<file path="src/rtl/chat_pkg.sv">
// Shared chat serial-line definitions for the TX framer and RX deframer.
// No logic; constants, state encodings and frame-length derivation only.
// TX_PARITY_EN adds one even-parity bit per frame when defined.
package chat_pkg;

   localparam int   DEF_DATA_W = 8;
   localparam logic START_BIT  = 1'b0;
   localparam logic STOP_BIT   = 1'b1;
   localparam logic IDLE_LEVEL = 1'b1;

`ifdef TX_PARITY_EN
   localparam int PARITY_BITS = 1;
`else
   localparam int PARITY_BITS = 0;
`endif

   // start + data + optional parity + stop
   function automatic int frame_bits(input int dw);
      return dw + 2 + PARITY_BITS;
   endfunction

   typedef enum logic {
      IDLE = 1'b0,
      SEND = 1'b1
   } chat_state_t;

endpackage

</file>
<file path="src/rtl/bic.sv">
// Bit identification counter: counts bit strobes within one frame, flags the last bit.
// Latency: count updates on the edge after a strobe; last_bit is combinational from the count.
// Backpressure: none; clear has priority, and the count holds at the last bit instead of wrapping.
module bic #(
   parameter int FRAME_BITS = 10
) (
   input  logic clk,
   input  logic rst,
   input  logic i_clr,
   input  logic i_strobe,
   output logic o_last_bit
);

   localparam int CNT_W = $clog2(FRAME_BITS);

   logic [CNT_W-1:0] r_cnt;

   assign o_last_bit = (r_cnt == CNT_W'(FRAME_BITS - 1));

   // bit counter: cleared per frame, advances once per strobe, saturates at the last bit
   always_ff @(posedge clk or posedge rst) begin
      if (rst) begin
         r_cnt <= '0;
      end else if (i_clr) begin
         r_cnt <= '0;
      end else if (i_strobe && !o_last_bit) begin
         r_cnt <= r_cnt + CNT_W'(1);
      end
   end

endmodule

</file>
<file path="src/rtl/tx_framer.sv">
// Chat TX framer: serialises one character LSB-first as start, data, [parity], stop. Macro: TX_PARITY_EN.
// Latency: start bit on the line 1 cycle after load; frame ends FRAME_BITS srClock strobes after acceptance.
// Backpressure: busy/transEn high for the whole frame; load while busy is dropped silently.
module tx_framer
   import chat_pkg::*;
#(
   parameter int DATA_W = DEF_DATA_W
) (
   input  logic              clk,
   input  logic              rst,
   input  logic              load,
   input  logic [DATA_W-1:0] data_in,
   input  logic              srClock,
   output logic              transEn,
   output logic              busy,
   output logic              serial_out,
   output logic              done
);

   localparam int FRAME_BITS = frame_bits(DATA_W);

   chat_state_t           r_state;
   chat_state_t           w_next_state;
   logic [FRAME_BITS-1:0] r_shreg;
   logic [FRAME_BITS-1:0] w_frame;
   logic                  r_done;
   logic                  w_accept;
   logic                  w_shift;
   logic                  w_finish;
   logic                  w_last_bit;

   // Frame image, bit 0 goes on the line first.
`ifdef TX_PARITY_EN
   assign w_frame = {STOP_BIT, ^data_in, data_in, START_BIT};
`else
   assign w_frame = {STOP_BIT, data_in, START_BIT};
`endif

   // state register
   always_ff @(posedge clk or posedge rst) begin
      if (rst) begin
         r_state <= IDLE;
      end else begin
         r_state <= w_next_state;
      end
   end

   // next state plus accept/shift/finish strobes; srClock in IDLE and load in SEND fall through
   always_comb begin
      w_next_state = r_state;
      w_accept     = 1'b0;
      w_shift      = 1'b0;
      w_finish     = 1'b0;
      case (r_state)
         IDLE: begin
            if (load) begin
               w_accept     = 1'b1;
               w_next_state = SEND;
            end
         end
         SEND: begin
            if (srClock) begin
               if (w_last_bit) begin
                  w_finish     = 1'b1;
                  w_next_state = IDLE;
               end else begin
                  w_shift = 1'b1;
               end
            end
         end
         default: w_next_state = IDLE;
      endcase
   end

   // shift register: load the frame image on accept, shift in stop level on each strobe
   always_ff @(posedge clk or posedge rst) begin
      if (rst) begin
         r_shreg <= '1;
      end else if (w_accept) begin
         r_shreg <= w_frame;
      end else if (w_shift) begin
         r_shreg <= {STOP_BIT, r_shreg[FRAME_BITS-1:1]};
      end
   end

   // done: one-cycle pulse in the cycle after the stop bit's closing strobe
   always_ff @(posedge clk or posedge rst) begin
      if (rst) begin
         r_done <= 1'b0;
      end else begin
         r_done <= w_finish;
      end
   end

   bic #(
      .FRAME_BITS (FRAME_BITS)
   ) u_bic (
      .clk        (clk),
      .rst        (rst),
      .i_clr      (w_accept),
      .i_strobe   (w_shift),
      .o_last_bit (w_last_bit)
   );

   // Outputs decode straight from state so reset forces the idle line without a clock.
   assign transEn    = (r_state == SEND);
   assign busy       = transEn;
   assign serial_out = (r_state == SEND) ? r_shreg[0] : IDLE_LEVEL;
   assign done       = r_done;

endmodule

</file>
<file path="config.mk">
export PLATFORM = sky130hd
export DESIGN_NAME = tx_framer
export DESIGN_NICKNAME = d
export VERILOG_FILES = /design/src/rtl/chat_pkg.sv /design/src/rtl/bic.sv /design/src/rtl/tx_framer.sv
export SDC_FILE = /design/constraint.sdc
export NUM_CORES = 1
export LEC_CHECK = 0
export CAP_MARGIN = 0
export CORE_MARGIN = 5
export CORE_UTILIZATION = 52
export DETAILED_ROUTE_END_ITERATION = 12
export PLACE_DENSITY = 0.78
export SYNTH_ARGS = -nofsm -noshare
export SYNTH_HDL_FRONTEND = slang
export SYNTH_HIERARCHICAL = 1
export SYNTH_SLANG_ARGS = --single-unit
export TNS_END_PERCENT = 1
</file>
<file path="constraint.sdc">
create_clock -name clk -period 4.45 [get_ports clk]
set_input_delay 0.445 -clock clk [delete_from_list [all_inputs] [get_ports clk]]
set_output_delay 0.445 -clock clk [all_outputs]
set_load 0.02 [all_outputs]
</file>
==> run summary, run 1 <==
Clock-pin slew of the registers on the worst-case setup and hold paths - 90 ps
IO buf count - 15
Final min period - 1980 ps
RSZ-0062 raised after global routing - no
Vias in the first global route - 577
Mapped Nets - 95
YS warnings - 6
Post-route ant nets - 0
Worst VDD drop - 0.288 mV
Most frequent cells in the layout - 18 x nand2_1, 15 x clkdlybuf4s50_1, 13 x nor2_1, 9 x dfstp_2
Period utilization - 44.5%
Slew Limit Fails - 0
CTS Hold Bufs - 0
Total wire length - 1360 um
Sequential share of the synthesized area - 49.0%
Width of the die - 49.0 um
Share of cells above drive strength 1 - 20.6%
Crit-path cells - or2b_1 > clkdlybuf4s50_1
Setup violations, final - 0
Net count, final - 112
First-pass DRT Iterations - 4
Gr ovfl total - 0
Max incr delay on CP - 530 ps
Synth Flop Type - dfstp_2
CTS resizes - 0
Starting Density - 53.7%
FP Rows - 14
Yosys reg bits - 15
Post-synthesis mux area share - 0%
Initial DRC count - 14
Total global-route track usage - 13.0%
Synthesis-to-layout area growth - 20.0%
Largest net degree at the start of global routing - 19
N_diodes - 0
Synth Area in Simple Gates - 28.1%
H-tree depth - 1
Library cells used by synthesis - 26
Io pins - 16
Avg Inst Size Synth - 9.75 um2
Status - completed
Wire length of the first global-routing pass - 2500 um
Worst Setup Start Kind - flip-flop
Critical path class - reg2out
Synth Area in Compound Gates - 10.3%
Final Hold Viols - 0
Placed wire-length estimate - 973 um
CTS tree - built
Leak Pwr - 0.444 nW
Xor/xnor share of the synthesized area - 1.11%
Number of flops mapped to enable cells by yosys - 0
Max Clk Rate - 505 MHz
Adder-cell share of the synthesized area - 3.17%
WL/cell - 12.0 um
Worst Skew - 8.05 ps
Clock latency on the worst-skew pair - 270 ps
Clk buf depth - 2
Clk Tree Root Cell - clkbuf_4
Commonest non-fill, non-tap cell in the layout - nand2_1
Slowest-stage cell, CP - clkdlybuf4s50_1
Initial antenna violation count - 0
Core region area - 0.00147 mm2
P per Cell Area - 547 mW/mm2
Setup TNS - 0 ps
Worst slew pin tran - 648 ps
Worst path required time - 4010 ps
Largest family of logic cells by synthesized area - simple AND/OR/NAND/NOR gates
Crit-path max FO - 7
Die Ht - 49.0 um
Via count - 584
Cells after DPL - 109
Final instance count without filler cells - 113
Hold Path Class - in2async
Mapped cell area - 790 um2
Crit. End Element - output port
WP data arrival - 1540 ps
Clk sinks - 15
Number of CTS-inserted buffers - 3
Setup bufs post-CTS - 0
Residual DRC - 0
Relative slew margins - 56.8%
Drt via density - 5.17
Full die area - 0.00240 mm2
Async SR Flop Fraction - 100%
Mapped Cells - 81
Max-Cap Viols - 0
GPL Wtd Cong - 0.779
-- worst max-delay path: cells and delay by family (launching register included) --
| kind | cells | cell delay [ps] |
|---|---|---|
| simple gates | 1 | 250 |
| buf+inv | 1 | 530 |
| flops | 1 | 480 |
-- area by class of cell --
type,count,area (um2)
timing repair buffer,15,150
clock buffer,4,26.3
inverter,6,27.5
sequential,15,387
fill,128,524
multi-input combinational,57,337
tap,16,20.0
-- cells in the mapped netlist (2+ instances only) --
cell      instances  area share, %
a21oi_1           2            1.3
a31oi_1           6            4.8
dfrtp_1           6             19
dfstp_2           9             30
ha_1              2            3.2
inv_1             5            2.4
nand2_1          18            8.6
nand2b_1          2            1.6
nand3b_4          2            5.1
nor2_1           13            6.2
-- cells by family (layout without fill, tap and decap cells) --
kind of cell / Yosys count / count (layout)
DFF: 15 / 15
and+or+nand+nor: 42 / 42
buffers and inverters: 9 / 25
AOI/OAI and AO/OA: 12 / 12
xor gates and xnor gates: 1 / 1
adders and majority gates: 2 / 2
-- metal layers --
| layer | track usage (%) | routed length [um] |
|---|---|---|
| met1 | 18.4 | 638 |
| met2 | 17.6 | 622 |
| met4 | 6.73 | 19 |
| met5 | 0 | 0 |
| met3 | 3.98 | 74 |
-- power breakdown --
part / leakage [nW] / switching (mW) / internal [mW]
logic: 0.264 / 0.0909 / 0.0922
registers: 0.165 / 0.0422 / 0.217
clock network: 0.0150 / 0.0415 / 0.0347
-- sequential cells by signal, summed over array words and instances (netlist names) --
signal / flops
u_bic/r_cnt: 4
busy: 1
done: 1
r_shreg: 9
-- stage by stage --
| step | power [mW] | area (um2) | setup WS (ps) | util, % | hold slack (ps) |
|---|---|---|---|---|---|
| floorplan | 0.396 | 790 | 2770 | - | 211 |
| global placement | 0.441 | 921 | 2500 | 62.6 | 449 |
| detailed placement | 0.448 | 921 | 2430 | 62.6 | 451 |
| CTS | 0.526 | 947 | 2450 | 64.4 | 370 |
| global route | 0.566 | 947 | 2390 | 64.4 | 386 |
| finish | 0.518 | 947 | 2470 | 64.4 | 376 |
-- path summary, 6_finish.rpt --
check,from,to,slack (ps),cells after the start
setup reg to reg,u_bic/r_cnt[0],u_bic/r_cnt[2],2600,8
setup / recovery,busy,serial_out,2470,2
min in group clk,r_shreg[1],r_shreg[0],460,2
hold reg to reg,r_shreg[1],r_shreg[0],460,2
max in group asynchronous,rst,r_shreg[2],3630,2
hold / removal,rst,u_bic/r_cnt[1],380,2
(Power assumes the default switching activity.)
==> run 2, diff against run 1 <==
Settings changed: CORE_ASPECT_RATIO set to 1.25, CORE_UTILIZATION 52 to 44, PLACE_DENSITY 0.78 to 0.7.
Clock period 4.45 ns to 1.65 ns, I/O delays scaled along.
==> run summary, run 2 (same netlist as run 1, synthesis figures left out) <==
Largest net degree at the start of global routing - 18 (was 19)
GPL Wtd Cong - 0.733 (was 0.779)
Hold Path Class - in2async (unchanged)
Initial antenna violation count - 0 (unchanged)
Post-route ant nets - 0 (unchanged)
Share of cells above drive strength 1 - 30.1% (was 20.6%)
Worst Skew - 8.62 ps (was 8.05 ps)
Die Ht - 57.4 um (was 49.0 um)
Worst VDD drop - 0.851 mV (was 0.288 mV)
Wire length of the first global-routing pass - 2470 um (was 2500 um)
Slew Limit Fails - 0 (unchanged)
Starting Density - 45.3% (was 53.7%)
H-tree depth - 1 (unchanged)
IO buf count - 15 (unchanged)
Critical path class - reg2reg (was reg2out)
Clk Tree Root Cell - clkbuf_4 (unchanged)
Status - completed (unchanged)
Part of the power in registers - 46.6% (was 50.0%)
Vias in the first global route - 588 (was 577)
Layout Utilization - 57.5% (was 64.4%)
CTS Hold Bufs - 0 (unchanged)
Gr ovfl total - 0 (unchanged)
Int Power - 970 uW (was 344 uW)
Reg2reg start - u_bic/r_cnt[0] (unchanged)
Max Clk Rate - 629 MHz
Cells after DPL - 116 (was 109)
Commonest non-fill, non-tap cell in the layout - nand2_1 (unchanged)
RSZ-0062 raised after global routing - yes (was no)
Comb pwr share - 39.1% (was 35.3%)
Sw Pwr - 510 uW (was 175 uW)
Clk sinks - 15 (unchanged)
Placed wire-length estimate - 1130 um (was 973 um)
Part of the power in the clock network - 14.3% (was 14.7%)
Final min period - 1590 ps
Worst slew pin tran - 430 ps (was 648 ps)
Clk buf depth - 2 (unchanged)
# fillers - 160 (was 128)
Post-route cell area - 0.00100 mm2 (was 947 um2)
Final Hold Viols - 0 (unchanged)
Total wire length - 1500 um (was 1360 um)
Initial DRC count - 4 (was 14)
Top flop regs - r_shreg: 9 flops, u_bic/r_cnt: 4 flops (unchanged)
Synthesis-to-layout area growth - 26.9% (was 20.0%)
Largest Register - r_shreg (unchanged)
Full die area - 0.00275 mm2 (was 0.00240 mm2)
Drt via density - 4.97 (was 5.17)
Total global-route track usage - 12.4% (was 13.0%)
Worst Setup Start Kind - flip-flop (unchanged)
Number of CTS-inserted buffers - 3 (unchanged)
Clock-pin slew of the registers on the worst-case setup and hold paths - 100 ps (was 90 ps)
Crit. End Element - flip-flop (was output port)
WP data arrival - 1810 ps (was 1540 ps)
Width of the die - 47.9 um (was 49.0 um)
N_diodes - 0 (unchanged)
P per Cell Area - 1480 mW/mm2 (was 547 mW/mm2)
CTS tree - built (unchanged)
Setup violations, final - 0 (unchanged)
Power, Total - 1.48 mW (was 518 uW)
WL/cell - 12.3 um (was 12.0 um)
Crit-path max FO - 6 (was 7)
Relative slew margins - 71.3% (was 56.8%)
Max-Cap Viols - 0 (unchanged)
Final instance count without filler cells - 122 (was 113)
First-pass DRT Iterations - 3 (was 4)
Clock latency on the worst-skew pair - 280 ps (was 270 ps)
Core region area - 0.00174 mm2 (was 0.00147 mm2)
Period utilization - 96.4%
Via count - 606 (was 584)
Post-Place Cell Area - 957 um2 (was 921 um2)
Io pins - 16 (unchanged)
Most frequent cells in the layout - 17 x nand2_1, 14 x clkdlybuf4s50_1, 13 x nor2_1, 9 x dfstp_2 (was 18 x nand2_1, 15 x clkdlybuf4s50_1, 13 x nor2_1, 9 x dfstp_2)
Residual DRC - 0 (unchanged)
Leak Pwr - 0.475 nW (was 0.444 nW)
Worst path required time - 1870 ps (was 4010 ps)
Net Sw Frac - 34.5% (was 33.7%)
FP Rows - 17 (was 14)
Largest register FFs - 9 (unchanged)
Net count, final - 118 (was 112)
Worst setup startpoint - u_bic/r_cnt[0] (was busy)
## run 2: metal layers
metal	routed length (um)	vias up	part of all wire [%]	track usage, %
met5	0	-	0	0
met4	10	0	0.66	3.46
met3	55	2	3.7	2.84
met2	741	6	49	19.5
met1	696	288	46	16.6
li1	-	310	-	-
## run 2: path summary, 6_finish.rpt
| kind | end | slack [ps] | depth (start not counted) |
|---|---|---|---|
| worst max-delay path | u_bic/r_cnt[2] | 60 | 8 |
| worst min register to register | r_shreg[0] | 470 | 2 |
| worst max register to register | u_bic/r_cnt[2] | 60 | 8 |
| worst min-delay path | u_bic/r_cnt[3] | 90 | 2 |
| min in group clk | r_shreg[3] | 420 | 3 |
| max in group asynchronous | r_shreg[8] | 1120 | 2 |
## run 2: worst max-delay path, stage by stage (launching register included)
cell and delay, ps:
dfrtp_1 400, ha_2 200, nand3b_4 100, inv_2 40, nand3b_4 160, clkinv_4 70
nand2_2 50, or3b_1 380, a21oi_2 130
## run 2: what timing repair did
action	4_1_cts	5_1_grt
pin swaps	0	2
resized for setup	2	2
setup endpoints to repair	1	2
setup buffers	0	2
## run 2: cell type report
| cell class | instances | area, um2 | area share [%] |
|---|---|---|---|
| clock buffers | 3 | 22.5 | 2.25 |
| well taps | 19 | 23.8 | 2.37 |
| multi-input cells | 57 | 342 | 34.1 |
| repair buffers | 21 | 194 | 19.4 |
| clock inverters | 1 | 5.00 | 0.499 |
| flip-flops and latches | 15 | 388 | 38.7 |
| inverters | 6 | 27.5 | 2.75 |
## run 2: per-stage QoR
| step | hold slack [ps] | worst slack [ps] | setup TNS [ps] |
|---|---|---|---|
| after global placement | 398 | 111 | 0 |
| after CTS | 95.7 | 46.9 | 0 |
| after floorplan | -68.9 | 11.3 | 0 |
| final | 90.3 | 59.4 | 0 |
| after detailed placement | 401 | 45.4 | 0 |
| after global routing | 93.3 | -36.7 | -36.7 |
## run 2: power by group through the flow
stage | logic [mW] | registers, mW | clock network [mW]
after floorplan | 0.384 | 0.687 | 0
after global placement | 0.543 | 0.689 | 0
after detailed placement | 0.562 | 0.700 | 0
after CTS | 0.552 | 0.695 | 0.216
after global routing | 0.651 | 0.710 | 0.237
final | 0.578 | 0.690 | 0.212
